===== config.mk =====
export PLATFORM = sky130hd
export DESIGN_NAME = dma_quiesce_flat
export DESIGN_NICKNAME = d
export VERILOG_FILES = /design/src/rtl/dma_quiesce_pkg.sv /design/src/rtl/dma_quiesce_if.sv /design/src/rtl/dma_quiesce_chan.sv /design/src/rtl/dma_quiesce.sv /design/src/flat_wrapper.sv
export SDC_FILE = /design/constraint.sdc
export NUM_CORES = 1
export LEC_CHECK = 0
export BUFFER_PORTS_ARGS = -buffer_cell sky130_fd_sc_hd__buf_2
export CAP_MARGIN = 20
export CORE_ASPECT_RATIO = 0.6
export CORE_UTILIZATION = 45
export CTS_BUF_LIST = sky130_fd_sc_hd__clkbuf_16
export DETAILED_ROUTE_END_ITERATION = 8
export GPL_ROUTABILITY_DRIVEN = 0
export PLACE_DENSITY = 0.7
export SYNTH_ARGS = -nofsm -noshare
export SYNTH_HDL_FRONTEND = slang
export SYNTH_SLANG_ARGS = --single-unit

===== constraint.sdc =====
create_clock -name clk -period 2.95 [get_ports clk]
set_clock_uncertainty 0.2 [all_clocks]
set_input_delay 0.4425 -clock clk [delete_from_list [all_inputs] [get_ports clk]]
set_output_delay 0.4425 -clock clk [all_outputs]
set_load 0.01 [all_outputs]

===== src/rtl/dma_quiesce_pkg.sv =====
// dma_quiesce_pkg
// Shared definitions for the DMA drain monitor. It holds the per-channel
// state encoding, the default parameter values, and a helper that sizes the
// outstanding-burst counter.
package dma_quiesce_pkg;

   typedef enum logic [1:0] {
      RUN   = 2'd0,
      DRAIN = 2'd1,
      QUIET = 2'd2
   } chan_state_t;

   localparam int DEF_MAX_OUT    = 8;
   localparam int DEF_QUIET_HOLD = 4;
   localparam int DEF_TIMEOUT    = 1024;

   // Width needed to hold the values 0..max_val inclusive.
   function automatic int cnt_width(input int max_val);
      return $clog2(max_val + 1);
   endfunction

   localparam int DEF_CNT_W = $clog2(DEF_MAX_OUT + 1);

endpackage


===== src/rtl/dma_quiesce_if.sv =====
// dma_quiesce_if
// Bundles the halt request, both channel handshakes, and the status outputs of
// the drain monitor.
//   master : DMA engines plus the soft-reset sequencer. They drive halt, valid
//            and cpl, and observe ready and status.
//   slave  : the drain monitor. It drives ready, quiet, the counts and the
//            sticky flags.
interface dma_quiesce_if
   import dma_quiesce_pkg::*;
#(
   parameter int CNT_W = DEF_CNT_W
);
   logic             dma_halt;
   logic             tx_req_valid;
   logic             tx_req_ready;
   logic             tx_cpl;
   logic             rx_req_valid;
   logic             rx_req_ready;
   logic             rx_cpl;
   logic             tx_quiet;
   logic             rx_quiet;
   logic [CNT_W-1:0] tx_outstanding;
   logic [CNT_W-1:0] rx_outstanding;
   logic             drain_timeout;
   logic             cnt_err;

   modport master (
      output dma_halt, tx_req_valid, tx_cpl, rx_req_valid, rx_cpl,
      input  tx_req_ready, rx_req_ready, tx_quiet, rx_quiet,
             tx_outstanding, rx_outstanding, drain_timeout, cnt_err
   );

   modport slave (
      input  dma_halt, tx_req_valid, tx_cpl, rx_req_valid, rx_cpl,
      output tx_req_ready, rx_req_ready, tx_quiet, rx_quiet,
             tx_outstanding, rx_outstanding, drain_timeout, cnt_err
   );

endinterface


===== src/rtl/dma_quiesce_chan.sv =====
// dma_quiesce_chan
// Drain tracker for one DMA channel. It contains the RUN/DRAIN/QUIET FSM, the
// outstanding-burst counter, the quiet hold counter and the drain timer.
// Ports:
//   clk, rst_n    : clock and asynchronous active-low reset
//   halt          : level halt request
//   req_valid     : engine wants to issue a burst
//   req_ready     : issue grant (only from registered state and count)
//   cpl           : one-cycle completion pulse
//   quiet         : registered, high while in QUIET
//   count         : outstanding bursts
//   state         : current FSM state (used by the top-level flag clear)
//   timeout_pulse : high on the edge where the drain timer reaches TIMEOUT
//   err_pulse     : high on a completion underflow or a completion in QUIET
module dma_quiesce_chan
   import dma_quiesce_pkg::*;
#(
   parameter  int MAX_OUT    = DEF_MAX_OUT,
   parameter  int QUIET_HOLD = DEF_QUIET_HOLD,
   parameter  int TIMEOUT    = DEF_TIMEOUT,
   localparam int CNT_W      = cnt_width(MAX_OUT)
) (
   input  logic             clk,
   input  logic             rst_n,
   input  logic             halt,
   input  logic             req_valid,
   output logic             req_ready,
   input  logic             cpl,
   output logic             quiet,
   output logic [CNT_W-1:0] count,
   output chan_state_t      state,
   output logic             timeout_pulse,
   output logic             err_pulse
);

   localparam int HOLD_W = $clog2(QUIET_HOLD + 1);
   localparam int TMR_W  = $clog2(TIMEOUT + 1);

   chan_state_t       state_reg;
   logic [CNT_W-1:0]  count_reg;
   logic [CNT_W-1:0]  count_next;
   logic [HOLD_W-1:0] hold_reg;
   logic [TMR_W-1:0]  timer_reg;
   logic              quiet_reg;
   logic              issue;

   // Ready never looks at valid, so there is no combinational loop through
   // the engine.
   assign req_ready = (state_reg == RUN) && (count_reg < CNT_W'(MAX_OUT));
   assign issue     = req_valid && req_ready;

   always_comb begin
      count_next = count_reg;
      if (issue && !cpl) begin
         count_next = count_reg + CNT_W'(1);
      end else if (cpl && !issue && (count_reg != '0)) begin
         count_next = count_reg - CNT_W'(1);
      end
   end

   // A completion in QUIET is flagged even when the count is nonzero. QUIET
   // normally implies count 0, so in practice that case overlaps with the
   // underflow.
   assign err_pulse = cpl && ((!issue && (count_reg == '0)) || (state_reg == QUIET));

   // Fires exactly once per drain. After the timer saturates it no longer
   // equals TIMEOUT-1.
   assign timeout_pulse = (state_reg == DRAIN) && halt && (timer_reg == TMR_W'(TIMEOUT - 1));

   always_ff @(posedge clk or negedge rst_n) begin
      if (!rst_n) begin
         state_reg <= RUN;
         count_reg <= '0;
         hold_reg  <= '0;
         timer_reg <= '0;
         quiet_reg <= 1'b0;
      end else begin
         count_reg <= count_next;
         case (state_reg)
            RUN: begin
               hold_reg  <= '0;
               timer_reg <= '0;
               quiet_reg <= 1'b0;
               if (halt) begin
                  state_reg <= DRAIN;
               end
            end
            DRAIN: begin
               if (!halt) begin
                  state_reg <= RUN;
                  hold_reg  <= '0;
                  timer_reg <= '0;
               end else begin
                  if (timer_reg < TMR_W'(TIMEOUT)) begin
                     timer_reg <= timer_reg + TMR_W'(1);
                  end
                  // The hold counter uses the registered count. The edge
                  // that retires the last burst still sees a nonzero count,
                  // so the hold starts counting on the edge after it.
                  if (count_reg == '0) begin
                     if (hold_reg == HOLD_W'(QUIET_HOLD - 1)) begin
                        state_reg <= QUIET;
                        quiet_reg <= 1'b1;
                     end else begin
                        hold_reg <= hold_reg + HOLD_W'(1);
                     end
                  end else begin
                     hold_reg <= '0;
                  end
               end
            end
            QUIET: begin
               if (!halt) begin
                  state_reg <= RUN;
                  quiet_reg <= 1'b0;
                  hold_reg  <= '0;
                  timer_reg <= '0;
               end
            end
            default: begin
               state_reg <= RUN;
               quiet_reg <= 1'b0;
               hold_reg  <= '0;
               timer_reg <= '0;
            end
         endcase
      end
   end

   assign quiet = quiet_reg;
   assign count = count_reg;
   assign state = state_reg;

endmodule


===== src/rtl/dma_quiesce.sv =====
// dma_quiesce
// Per-channel DMA drain monitor. It sits between the DMA engines and the
// soft-reset sequencer. It gates new bursts while dma_halt is high, tracks
// outstanding TX/RX bursts, and reports when each channel is quiet. It also
// holds the sticky drain_timeout and cnt_err flags.
// Ports:
//   clk, rst_n : clock and asynchronous active-low reset
//   bus        : dma_quiesce_if slave modport, which carries the halt, both
//                handshakes, the completions and all status outputs
module dma_quiesce
   import dma_quiesce_pkg::*;
#(
   parameter int MAX_OUT    = DEF_MAX_OUT,
   parameter int QUIET_HOLD = DEF_QUIET_HOLD,
   parameter int TIMEOUT    = DEF_TIMEOUT
) (
   input logic        clk,
   input logic        rst_n,
   dma_quiesce_if.slave bus
);

   localparam int CNT_W = cnt_width(MAX_OUT);

   chan_state_t      tx_state;
   chan_state_t      rx_state;
   logic [CNT_W-1:0] tx_count;
   logic [CNT_W-1:0] rx_count;
   logic             tx_tmo;
   logic             rx_tmo;
   logic             tx_err;
   logic             rx_err;
   logic             tx_quiet;
   logic             rx_quiet;
   logic             tx_ready;
   logic             rx_ready;
   logic             flag_clear;
   logic             drain_timeout_reg;
   logic             cnt_err_reg;

   dma_quiesce_chan #(
      .MAX_OUT    (MAX_OUT),
      .QUIET_HOLD (QUIET_HOLD),
      .TIMEOUT    (TIMEOUT)
   ) u_tx (
      .clk           (clk),
      .rst_n         (rst_n),
      .halt          (bus.dma_halt),
      .req_valid     (bus.tx_req_valid),
      .req_ready     (tx_ready),
      .cpl           (bus.tx_cpl),
      .quiet         (tx_quiet),
      .count         (tx_count),
      .state         (tx_state),
      .timeout_pulse (tx_tmo),
      .err_pulse     (tx_err)
   );

   dma_quiesce_chan #(
      .MAX_OUT    (MAX_OUT),
      .QUIET_HOLD (QUIET_HOLD),
      .TIMEOUT    (TIMEOUT)
   ) u_rx (
      .clk           (clk),
      .rst_n         (rst_n),
      .halt          (bus.dma_halt),
      .req_valid     (bus.rx_req_valid),
      .req_ready     (rx_ready),
      .cpl           (bus.rx_cpl),
      .quiet         (rx_quiet),
      .count         (rx_count),
      .state         (rx_state),
      .timeout_pulse (rx_tmo),
      .err_pulse     (rx_err)
   );

   // The flags are cleared only while the whole block is running with no
   // halt. A new event on the same edge wins over the clear, so it is never
   // lost.
   assign flag_clear = !bus.dma_halt && (tx_state == RUN) && (rx_state == RUN);

   always_ff @(posedge clk or negedge rst_n) begin
      if (!rst_n) begin
         drain_timeout_reg <= 1'b0;
         cnt_err_reg       <= 1'b0;
      end else begin
         if (tx_tmo || rx_tmo) begin
            drain_timeout_reg <= 1'b1;
         end else if (flag_clear) begin
            drain_timeout_reg <= 1'b0;
         end
         if (tx_err || rx_err) begin
            cnt_err_reg <= 1'b1;
         end else if (flag_clear) begin
            cnt_err_reg <= 1'b0;
         end
      end
   end

   assign bus.tx_req_ready   = tx_ready;
   assign bus.rx_req_ready   = rx_ready;
   assign bus.tx_quiet       = tx_quiet;
   assign bus.rx_quiet       = rx_quiet;
   assign bus.tx_outstanding = tx_count;
   assign bus.rx_outstanding = rx_count;
   assign bus.drain_timeout  = drain_timeout_reg;
   assign bus.cnt_err        = cnt_err_reg;

endmodule


===== src/flat_wrapper.sv =====
// flat-port wrapper written by rule: the top's interface ports become plain ports
module dma_quiesce_flat import dma_quiesce_pkg::*;
#(
   parameter int MAX_OUT    = DEF_MAX_OUT,
   parameter int QUIET_HOLD = DEF_QUIET_HOLD,
   parameter int TIMEOUT    = DEF_TIMEOUT
)
  (clk, rst_n, bus_dma_halt, bus_tx_req_valid, bus_tx_cpl, bus_rx_req_valid, bus_rx_cpl, bus_tx_req_ready, bus_rx_req_ready, bus_tx_quiet, bus_rx_quiet, bus_tx_outstanding, bus_rx_outstanding, bus_drain_timeout, bus_cnt_err);
  dma_quiesce_if #(.CNT_W((4))) bus_i ();
  input logic clk;
  input logic rst_n;
  input wire logic [$bits(bus_i.dma_halt)-1:0] bus_dma_halt;
  input wire logic [$bits(bus_i.tx_req_valid)-1:0] bus_tx_req_valid;
  input wire logic [$bits(bus_i.tx_cpl)-1:0] bus_tx_cpl;
  input wire logic [$bits(bus_i.rx_req_valid)-1:0] bus_rx_req_valid;
  input wire logic [$bits(bus_i.rx_cpl)-1:0] bus_rx_cpl;
  output wire logic [$bits(bus_i.tx_req_ready)-1:0] bus_tx_req_ready;
  output wire logic [$bits(bus_i.rx_req_ready)-1:0] bus_rx_req_ready;
  output wire logic [$bits(bus_i.tx_quiet)-1:0] bus_tx_quiet;
  output wire logic [$bits(bus_i.rx_quiet)-1:0] bus_rx_quiet;
  output wire logic [$bits(bus_i.tx_outstanding)-1:0] bus_tx_outstanding;
  output wire logic [$bits(bus_i.rx_outstanding)-1:0] bus_rx_outstanding;
  output wire logic [$bits(bus_i.drain_timeout)-1:0] bus_drain_timeout;
  output wire logic [$bits(bus_i.cnt_err)-1:0] bus_cnt_err;
  assign bus_i.dma_halt = bus_dma_halt;
  assign bus_i.tx_req_valid = bus_tx_req_valid;
  assign bus_i.tx_cpl = bus_tx_cpl;
  assign bus_i.rx_req_valid = bus_rx_req_valid;
  assign bus_i.rx_cpl = bus_rx_cpl;
  assign bus_tx_req_ready = bus_i.tx_req_ready;
  assign bus_rx_req_ready = bus_i.rx_req_ready;
  assign bus_tx_quiet = bus_i.tx_quiet;
  assign bus_rx_quiet = bus_i.rx_quiet;
  assign bus_tx_outstanding = bus_i.tx_outstanding;
  assign bus_rx_outstanding = bus_i.rx_outstanding;
  assign bus_drain_timeout = bus_i.drain_timeout;
  assign bus_cnt_err = bus_i.cnt_err;
  dma_quiesce #(.MAX_OUT(MAX_OUT), .QUIET_HOLD(QUIET_HOLD), .TIMEOUT(TIMEOUT)) u_core (.clk(clk), .rst_n(rst_n), .bus(bus_i));
endmodule

==> flow_metrics.py, run 1 <==
metrics = {
    "power_and_ir_drop": {
        "ir_drop_mv": 0.416,
        "leakagePower_nw": 1.21,
        "power.density_nw_per_um2": 685,
    },
    "final_layout": {
        "drive_gt1_share_pct": 16.9,
        "n_antenna_cell": 0,
        "synthToLayoutAreaGrowth_pct": 15.1,
        "fillCellCount": 458,
        "nets": 284,
    },
    "synth": {
        "synth-edff-count": 0,
        "syn_inst": 239,
        "synth_most_common_cell": "dfrtp_1",
        "syn_nets": 258,
        "async_flop_share_pct": 100,
        "synth-seq-area-share_pct": 46.4,
        "synth_largest_type_area_fraction_pct": 46.4,
        "syn_area_um2": 2370,
        "synth_largest_area_cell": "dfrtp_1",
        "yosys-top-cells-area": "dfrtp_1 (46%), ha_1 (5.3%), nand2_1 (4.1%)",
        "synthFlopType": "dfrtp_1",
        "syn_area_per_cell_um2": 9.93,
        "yosysUniqueCellTypes": 49,
        "yosys_register_bits": 44,
        "ys_top_cells_by_count": "dfrtp_1 (44), nand2_1 (26), nor2_1 (21)",
        "yosysWarnings": 0,
    },
    "setup_path": {
        "critical_path_arrival_ns": 2.62,
        "reg2reg_slack_ns": 0.30,
        "cp-end-kind": "register",
        "worstPathRequired_ns": 2.92,
        "crit_fanout": 4,
        "startpoint_type": "register",
        "critPathSlowestCell": "or3b_2",
        "crit_chain": "or3b_2, or3_1, ha_1, a21o_1, a21oi_1, nand2_1, a211o_1",
        "path_class": "register to register",
        "max_stage_delay_ns": 0.51,
    },
    "timing": {
        "setup_violations": 0,
        "relSlewSlack_pct": 55.5,
        "worst_slew_pin_slew_ns": 0.662,
        "slew_viol_final": 0,
        "tns_ns": 0,
        "fmax_mhz": 377,
        "period_share_pct": 89.8,
        "fin_crit_ns": 2.65,
        "rsz0062_at_grt": "no",
        "hold_viol": 0,
        "hold_slack_ns": 0.0353,
    },
    "clocking": {
        "path_clk_slew_ns": 0.07,
        "root_buffer": "clkbuf_16",
        "cts.sinks": 44,
        "cts_resized": 0,
        "clk_latency_ns": 0.28,
        "numCtsBuffers": 5,
        "clk_path_buf_depth": 2,
        "cts_setup_buffers": 0,
        "holdBufCountCts": 0,
        "htreeDepth": 2,
        "cts_tree": "done",
    },
    "outcome": {
        "outcome": "completed",
    },
    "drt": {
        "drt_iter0_drc": 77,
        "finalWirelength_um": 4780,
        "ant_nets": 0,
        "routedWlPerCell_um": 14.4,
        "vias": 1870,
        "drc": 0,
        "drt_first_pass_iters": 4,
        "via_per_inst": 5.63,
    },
    "floorplan": {
        "die_y_um": 58.3,
        "initial_core_util_pct": 46.7,
        "ios": 21,
        "fp.coreArea_um2": 5080,
        "chipWidth_um": 95.8,
        "die-area_um2": 5580,
        "rows": 20,
    },
    "job": {
        "maxCapViolations": 0,
    },
    "place": {
        "hpwl_um": 3380,
        "port_buffers": 20,
    },
    "global_route": {
        "grt_start_max_net_pins": 45,
        "grt_pass1_vias": 1726,
        "grt_usage_pct": 19.1,
        "grt_first_pass_wirelength_um": 8050,
        "antenna_found_initial": 0,
        "grt_remaining_overflow": 0,
    },
    "min_path": {
        "hold_path.class": "primary input to asynchronous set/reset pin",
    },
}
-- worst max-delay path: cells and delay by family (launching register included) --
family                   cells  cell delay, ns
AND/OR/NAND/NOR              3            1.00
AO/OA/AOI/OAI                3            0.67
adder cells (fa/ha/maj)      1            0.30
flip-flops                   1            0.37
-- cells by family (layout without fill, tap and decap cells) --
family / Yosys count / in the layout / share of synthesized area, %
AO/OA/AOI/OAI: 47 / 47 / 13.2
XOR/XNOR: 14 / 14 / 5.17
adder cells (fa/ha/maj): 12 / 12 / 6.96
buffers and inverters: 13 / 40 / 2.37
flip-flops: 44 / 44 / 46.4
multiplexers: 6 / 6 / 2.79
AND/OR/NAND/NOR: 103 / 103 / 23.1
-- routing by layer --
layer / global-route usage, % / share of wire, % / up-vias
met5: 0 / 0 / -
met4: 4.48 / 0.44 / 0
met3: 5.12 / 3.0 / 2
met2: 27.6 / 42 / 23
met1: 28.6 / 55 / 919
li1: - / - / 926
-- placed cells by master, fill, tap and decap left out, types with 2 or more instances in the layout --
cell type / count
a21o_1: 3
a21oi_1: 8
a22o_1: 4
a311oi_1: 2
a41o_1: 2
and3b_1: 2
and4b_1: 2
buf_2: 20
buf_4: 5
clkbuf_16: 5
dfrtp_1: 44
fa_1: 2
ha_1: 10
inv_1: 7
mux2_2: 5
nand2_1: 26
nand3_1: 9
nor2_1: 21
nor2b_1: 4
nor3_1: 6
nor3b_1: 2
nor4_1: 8
nor4b_1: 2
o211ai_1: 2
o21ai_0: 14
o21ai_1: 2
o31ai_1: 2
or2_2: 3
or3_1: 5
or3b_2: 2
or4_1: 4
xnor2_1: 9
xor2_1: 5
-- cell type report --
| type | count | area, um2 | share of cell area (%) |
|---|---|---|---|
| Clock buffer | 5 | 125 | 4.58 |
| Inverter | 7 | 26.3 | 0.962 |
| Timing Repair Buffer | 25 | 138 | 5.04 |
| Clock inverter | 3 | 42.5 | 1.56 |
| Tap cell | 66 | 82.6 | 3.02 |
| Sequential cell | 44 | 1100 | 40.3 |
| Multi-Input combinational cell | 182 | 1220 | 44.5 |
-- power breakdown --
part | total (mW) | internal (mW) | leakage (nW) | switching [mW]
combinational | 0.449 | 0.223 | 0.547 | 0.226
clock | 0.636 | 0.398 | 0.0798 | 0.238
sequential | 0.785 | 0.675 | 0.588 | 0.110
total | 1.87 | 1.30 | 1.21 | 0.574
-- per-stage QoR --
| step | total power, mW | cells | instance area (um2) | worst slack, ns | utilization (%) |
|---|---|---|---|---|---|
| after floorplan | 1.08 | 239 | 2370 | 0.360 | - |
| final | 1.87 | 332 | 2730 | 0.301 | 53.8 |
| after CTS | 1.89 | 332 | 2730 | 0.290 | 53.8 |
| after global placement | 1.23 | 324 | 2560 | 0.212 | 50.5 |
| after detailed placement | 1.25 | 324 | 2560 | 0.148 | 50.5 |
| after global routing | 1.98 | 332 | 2730 | 0.176 | 53.8 |
-- path summary, 6_finish.rpt --
check | start | end | cells past startpoint
max | u_core.u_rx.state[1] | u_core.u_rx.count[3] | 7
min | rst_n | u_core.u_rx.timer_reg[4] | 2
max in group asynchronous | rst_n | u_core.bus.cnt_err | 2
min reg2reg | u_core.bus.cnt_err | u_core.bus.cnt_err | 2
max reg2reg | u_core.u_rx.state[1] | u_core.u_rx.count[3] | 7
min in group clk | bus_rx_cpl | u_core.u_rx.count[3] | 3
Power figures use the tool's default switching activity.
==> inputs of run 2 (changes only) <==
- BUFFER_PORTS_ARGS: -buffer_cell sky130_fd_sc_hd__buf_2 -> -buffer_cell sky130_fd_sc_hd__clkbuf_2
==> flow_metrics.py, run 2 (same netlist as run 1, synthesis figures left out) <==
metrics = {
    "global_route": {
        "grt_first_pass_wirelength_um": 8430,
        "grt_start_max_net_pins": 45,
        "grt_pass1_vias": 1789,
        "grt_remaining_overflow": 0,
        "antenna_found_initial": 0,
        "grt_usage_pct": 19.8,
    },
    "floorplan": {
        "initial_core_util_pct": 46.7,
        "die_y_um": 58.3,
        "fp.coreArea_um2": 5080,
        "die-area_um2": 5580,
        "ios": 21,
        "chipWidth_um": 95.8,
        "rows": 20,
    },
    "clocking": {
        "holdBufCountCts": 0,
        "clk_latency_ns": 0.28,
        "path_clk_slew_ns": 0.06,
        "cts_setup_buffers": 0,
        "numCtsBuffers": 5,
        "htreeDepth": 2,
        "cts.sinks": 44,
        "cts_resized": 0,
        "cts_tree": "done",
        "root_buffer": "clkbuf_16",
        "clk_path_buf_depth": 2,
    },
    "min_path": {
        "hold_path.class": "primary input to asynchronous set/reset pin",
    },
    "power_and_ir_drop": {
        "leakagePower_nw": 1.20,
        "ir_drop_mv": 0.435,
        "power.density_nw_per_um2": 656,
    },
    "setup_path": {
        "cp-end-kind": "register",
        "crit_fanout": 4,
        "reg2reg_depth": 7,
        "path_class": "register to register",
        "reg2reg_from": "u_core.u_rx.state[1]",
        "r2r-end": "u_core.u_rx.count[3]",
        "cp-startpoint": "u_core.u_rx.state[1]",
        "critical_path_arrival_ns": 2.63,
        "reg2reg_slack_ns": 0.29,
        "worstSetupEndpoint": "u_core.u_rx.count[3]",
        "startpoint_type": "register",
        "worstPathRequired_ns": 2.92,
    },
    "timing": {
        "finalWorstSetupSlack_ns": 0.287,
        "setup_violations": 0,
        "tns_ns": 0,
        "relSlewSlack_pct": 52.3,
        "hold_viol": 0,
        "period_share_pct": 90.3,
        "fmax_mhz": 376,
        "worst_slew_pin_slew_ns": 0.709,
        "slew_viol_final": 0,
        "fin_crit_ns": 2.66,
        "rsz0062_at_grt": "no",
    },
    "final_layout": {
        "synthToLayoutAreaGrowth_pct": 13.5,
        "layout_commonest_cell": "dfrtp_1",
        "nets": 283,
        "register_area_um2": 1100,
        "layout.cells.most_common_list": "dfrtp_1 (44), nand2_1 (26), nor2_1 (21)",
        "drive_gt1_share_pct": 16.2,
        "fillCellCount": 454,
        "multiInputGateArea_um2": 1220,
        "n_antenna_cell": 0,
    },
    "place": {
        "port_buffers": 20,
        "pre_cts_slack_ns": 0.141,
        "hpwl_um": 3420,
    },
    "drt": {
        "drc": 0,
        "finalWirelength_um": 4760,
        "drt_iter0_drc": 51,
        "drt_first_pass_iters": 4,
        "routedWlPerCell_um": 14.4,
        "ant_nets": 0,
        "vias": 1868,
        "via_per_inst": 5.64,
    },
    "outcome": {
        "outcome": "completed",
    },
    "job": {
        "maxCapViolations": 0,
    },
}
run 2: changes by cell type in the layout (fill, tap and decap cells not counted):
| cell | previous run | this run |
|---|---|---|
| buf_2 | 20 | 0 |
| clkinv_1 | 0 | 1 |
| clkbuf_2 | 0 | 20 |
| clkinvlp_4 | 1 | 0 |
| bufinv_16 | 1 | 0 |
| clkinv_2 | 1 | 2 |
| buf_4 | 5 | 4 |
run 2: per-layer routing:
metal	track usage, %	vias up	part of all wire [%]
met5	0	-	0
met4	3.84	0	0.32
met3	5.25	2	3.3
met2	28.5	26	42
met1	30.1	917	54
li1	-	923	-
run 2: stage by stage:
step	area, um2	hold slack [ns]	total power [mW]	cells	utilization (%)
3_5_place_dp	2560	0.272	1.25	323	50.3
3_3_place_gp	2560	0.267	1.23	323	50.3
4_1_cts	2700	0.0659	1.78	331	53.1
6_report	2700	0.0408	1.77	331	53.1
5_1_grt	2700	0.102	1.88	331	53.1
2_1_floorplan	2370	-0.0531	1.08	239	-
run 2: worst min path at each step:
stage,endpoint,start,slack [ns],depth (start not counted)
6_report,u_core.u_rx.timer_reg[3],rst_n,0.04,2
5_1_grt,u_core.u_rx.timer_reg[5],rst_n,0.10,2
4_1_cts,u_core.u_tx.count[3],rst_n,0.07,2
3_5_place_dp,u_core.u_rx.hold_reg[2],u_core.u_rx.hold_reg[2],0.27,2
3_3_place_gp,u_core.u_rx.hold_reg[2],u_core.u_rx.hold_reg[2],0.27,2
2_1_floorplan,u_core.bus.cnt_err,rst_n,-0.05,0
run 2: critical path, cell delays in order (launching register included):
cell	delay, ns
dfrtp_1	0.37
or3b_2	0.51
or3_1	0.41
ha_1	0.31
a21o_1	0.18
a21oi_1	0.21
nand2_1	0.08
a211o_1	0.29
run 2: power breakdown:
part	total, mW	internal, mW	switching (mW)
Combinational	0.447	0.221	0.225
Sequential	0.791	0.675	0.116
Clock	0.532	0.308	0.224
run 2: area by class of cell:
class                           instances  share of cell area [%]
Clock buffer                            5                    4.64
Timing Repair Buffer                   24                    4.83
Inverter                                7                   0.975
Sequential cell                        44                    40.9
Tap cell                               66                    3.06
Clock inverter                          3                   0.511
Multi-Input combinational cell        182                    45.1
==> inputs of run 3 (changes only) <==
- CAP_MARGIN: 20 -> not set
- RECOVER_POWER: not set -> 100
- SYNTH_HIERARCHICAL: not set -> 1
==> flow_metrics.py, run 3 <==
metrics = {
    "floorplan": {
        "initial_core_util_pct": 48.3,
        "rows": 20,
        "chipWidth_um": 98.7,
        "fp.coreArea_um2": 5230,
        "die-area_um2": 5920,
        "die_y_um": 60.0,
        "ios": 21,
    },
    "synth": {
        "synthFlopType": "dfrtp_1",
        "syn_area_um2": 2520,
        "synth-edff-count": 0,
        "yosysUniqueCellTypes": 48,
        "syn_inst": 248,
        "synth_most_common_cell": "dfrtp_1",
        "syn_area_per_cell_um2": 10.2,
        "synth_largest_type_area_fraction_pct": 43.6,
        "syn_nets": 267,
        "yosys_register_bits": 44,
        "synth-seq-area-share_pct": 43.6,
        "async_flop_share_pct": 100,
        "ys_top_cells_by_count": "dfrtp_1 (44), a21oi_1 (16), inv_1 (13)",
        "yosys-top-cells-area": "dfrtp_1 (44%), ha_1 (5.0%), a21oi_1 (3.2%)",
        "synth_largest_area_cell": "dfrtp_1",
        "yosysWarnings": 6,
    },
    "power_and_ir_drop": {
        "ir_drop_mv": 0.397,
        "power.density_nw_per_um2": 672,
        "leakagePower_nw": 1.19,
    },
    "setup_path": {
        "crit_fanout": 11,
        "cp-startpoint": "u_core/u_rx/state[0]",
        "worstPathRequired_ns": 2.90,
        "path_class": "register to register",
        "startpoint_type": "register",
        "critical_path_arrival_ns": 2.45,
        "crit_chain": "nor4b_4, nor2b_1, inv_1, ha_1, a21o_1, a21oi_1, a21bo_2, o211ai_1",
        "reg2reg_from": "u_core/u_rx/state[0]",
        "cp-end-kind": "register",
        "critPathSlowestCell": "dfrtp_1",
        "max_stage_delay_ns": 0.51,
    },
    "drt": {
        "drt_iter0_drc": 141,
        "ant_nets": 0,
        "via_per_inst": 5.89,
        "drc": 0,
        "routedWlPerCell_um": 15.4,
        "finalWirelength_um": 5280,
        "drt_first_pass_iters": 4,
        "vias": 2015,
    },
    "global_route": {
        "grt_usage_pct": 20.4,
        "grt_first_pass_wirelength_um": 9240,
        "antenna_found_initial": 0,
        "grt_pass1_vias": 1832,
        "grt_start_max_net_pins": 25,
        "grt_remaining_overflow": 0,
    },
    "clocking": {
        "root_buffer": "clkbuf_16",
        "clk_latency_ns": 0.29,
        "path_clk_slew_ns": 0.06,
        "cts_resized": 0,
        "cts_tree": "done",
        "clk_path_buf_depth": 2,
        "numCtsBuffers": 5,
        "htreeDepth": 2,
        "cts.sinks": 44,
        "cts_setup_buffers": 0,
    },
    "timing": {
        "slew_viol_final": 0,
        "tns_ns": 0,
        "rsz0062_at_grt": "no",
        "setup_violations": 0,
        "hold_viol": 0,
        "period_share_pct": 84.5,
        "worst_slew_pin_slew_ns": 1.31,
        "fmax_mhz": 401,
        "fin_crit_ns": 2.49,
        "relSlewSlack_pct": 12.5,
    },
    "final_layout": {
        "layout_commonest_cell": "dfrtp_1",
        "synthToLayoutAreaGrowth_pct": 10.8,
        "layout.cells.most_common_list": "dfrtp_1 (44), clkbuf_1 (18), o21ai_0 (17)",
        "n_antenna_cell": 0,
        "final_cells": 342,
        "drive_gt1_share_pct": 7.97,
        "nets": 294,
    },
    "place": {
        "dp_cells": 333,
        "port_buffers": 20,
        "hpwl_um": 3890,
    },
    "min_path": {
        "min_from": "bus_tx_cpl",
        "hold_path.class": "primary input to register",
    },
    "job": {
        "maxCapViolations": 0,
    },
    "outcome": {
        "outcome": "completed",
    },
}
run 3: cell count changes in the layout (fill, tap and decap cells not counted), moves of 9 or more:
cell / delta
nor2_1: -9
clkbuf_1: +18
nand4_1: +9
nand2_1: -12
clkbuf_2: -15
run 3: critical path: cells and delay by family (launching register included):
| kind | cells | cell delay [ns] |
|---|---|---|
| compound gates | 4 | 0.66 |
| fa+ha+maj | 1 | 0.29 |
| buf+inv | 1 | 0.12 |
| flops | 1 | 0.51 |
| simple gates | 2 | 0.57 |
run 3: cell families (layout without fill, tap and decap cells):
logic type | Yosys count | after routing | synth area share, %
flip-flops | 44 | 44 | 43.6
buffers and inverters | 17 | 45 | 2.87
adder cells (fa/ha/maj) | 12 | 12 | 6.54
multiplexers | 5 | 5 | 2.48
XOR/XNOR | 8 | 8 | 2.78
AO/OA/AOI/OAI | 64 | 64 | 16.2
AND/OR/NAND/NOR | 98 | 98 | 25.6
run 3: path summary, 6_finish.rpt:
kind	endpoint	slack, ns	cells after the start
max	u_core/u_rx/count[3]	0.46	8
min	u_core/u_tx/count[3]	0.21	2
max reg2reg	u_core/u_rx/count[3]	0.46	8
min reg2reg	u_core/u_rx/hold_reg[2]	0.28	2
max in group asynchronous	u_core/u_rx/count[0]	0.60	3
min in group asynchronous	u_core/u_rx/timer_reg[8]	0.77	2
run 3: power breakdown:
part           switching (mW)  internal [mW]  total [mW]
logic                   0.236          0.227       0.463
clock network           0.228          0.395       0.623
registers               0.121          0.675       0.796
total                   0.585           1.30        1.88
run 3: per-stage QoR:
stage          utilization [%]  power (mW)  hold slack (ns)  area, um2  setup WS [ns]
6_report                  53.5        1.88            0.214       2800          0.458
5_1_grt                   53.5        2.00            0.231       2800          0.215
4_1_cts                   55.1        1.94            0.213       2880          0.468
3_5_place_dp              51.7        1.31            0.278       2710          0.470
3_3_place_gp              51.7        1.30            0.269       2710          0.596
2_1_floorplan                -        1.14          -0.0531       2520          0.697
run 3: layer usage:
metal	vias to the layer above	wire length (um)	GRT usage [%]
li1	978	-	-
met1	995	2840	31.3
met2	36	2130	27.9
met3	6	264	6.20
met4	0	42	4.48
met5	-	0	0
run 3: cell type report:
type                    count  area, um2
clock inverters             3       38.8
clock buffers               5        125
flip-flops and latches     44       1100
well taps                  66       82.6
fillers                   496       2430
repair buffers             24        103
inverters                  13       48.8
multi-input cells         187       1300
run 3: repair_timing:
item	in CTS	in global routing
setup endpoints to repair	0	0
hold buffers	1	0
endpoints found under the hold margin	22	0
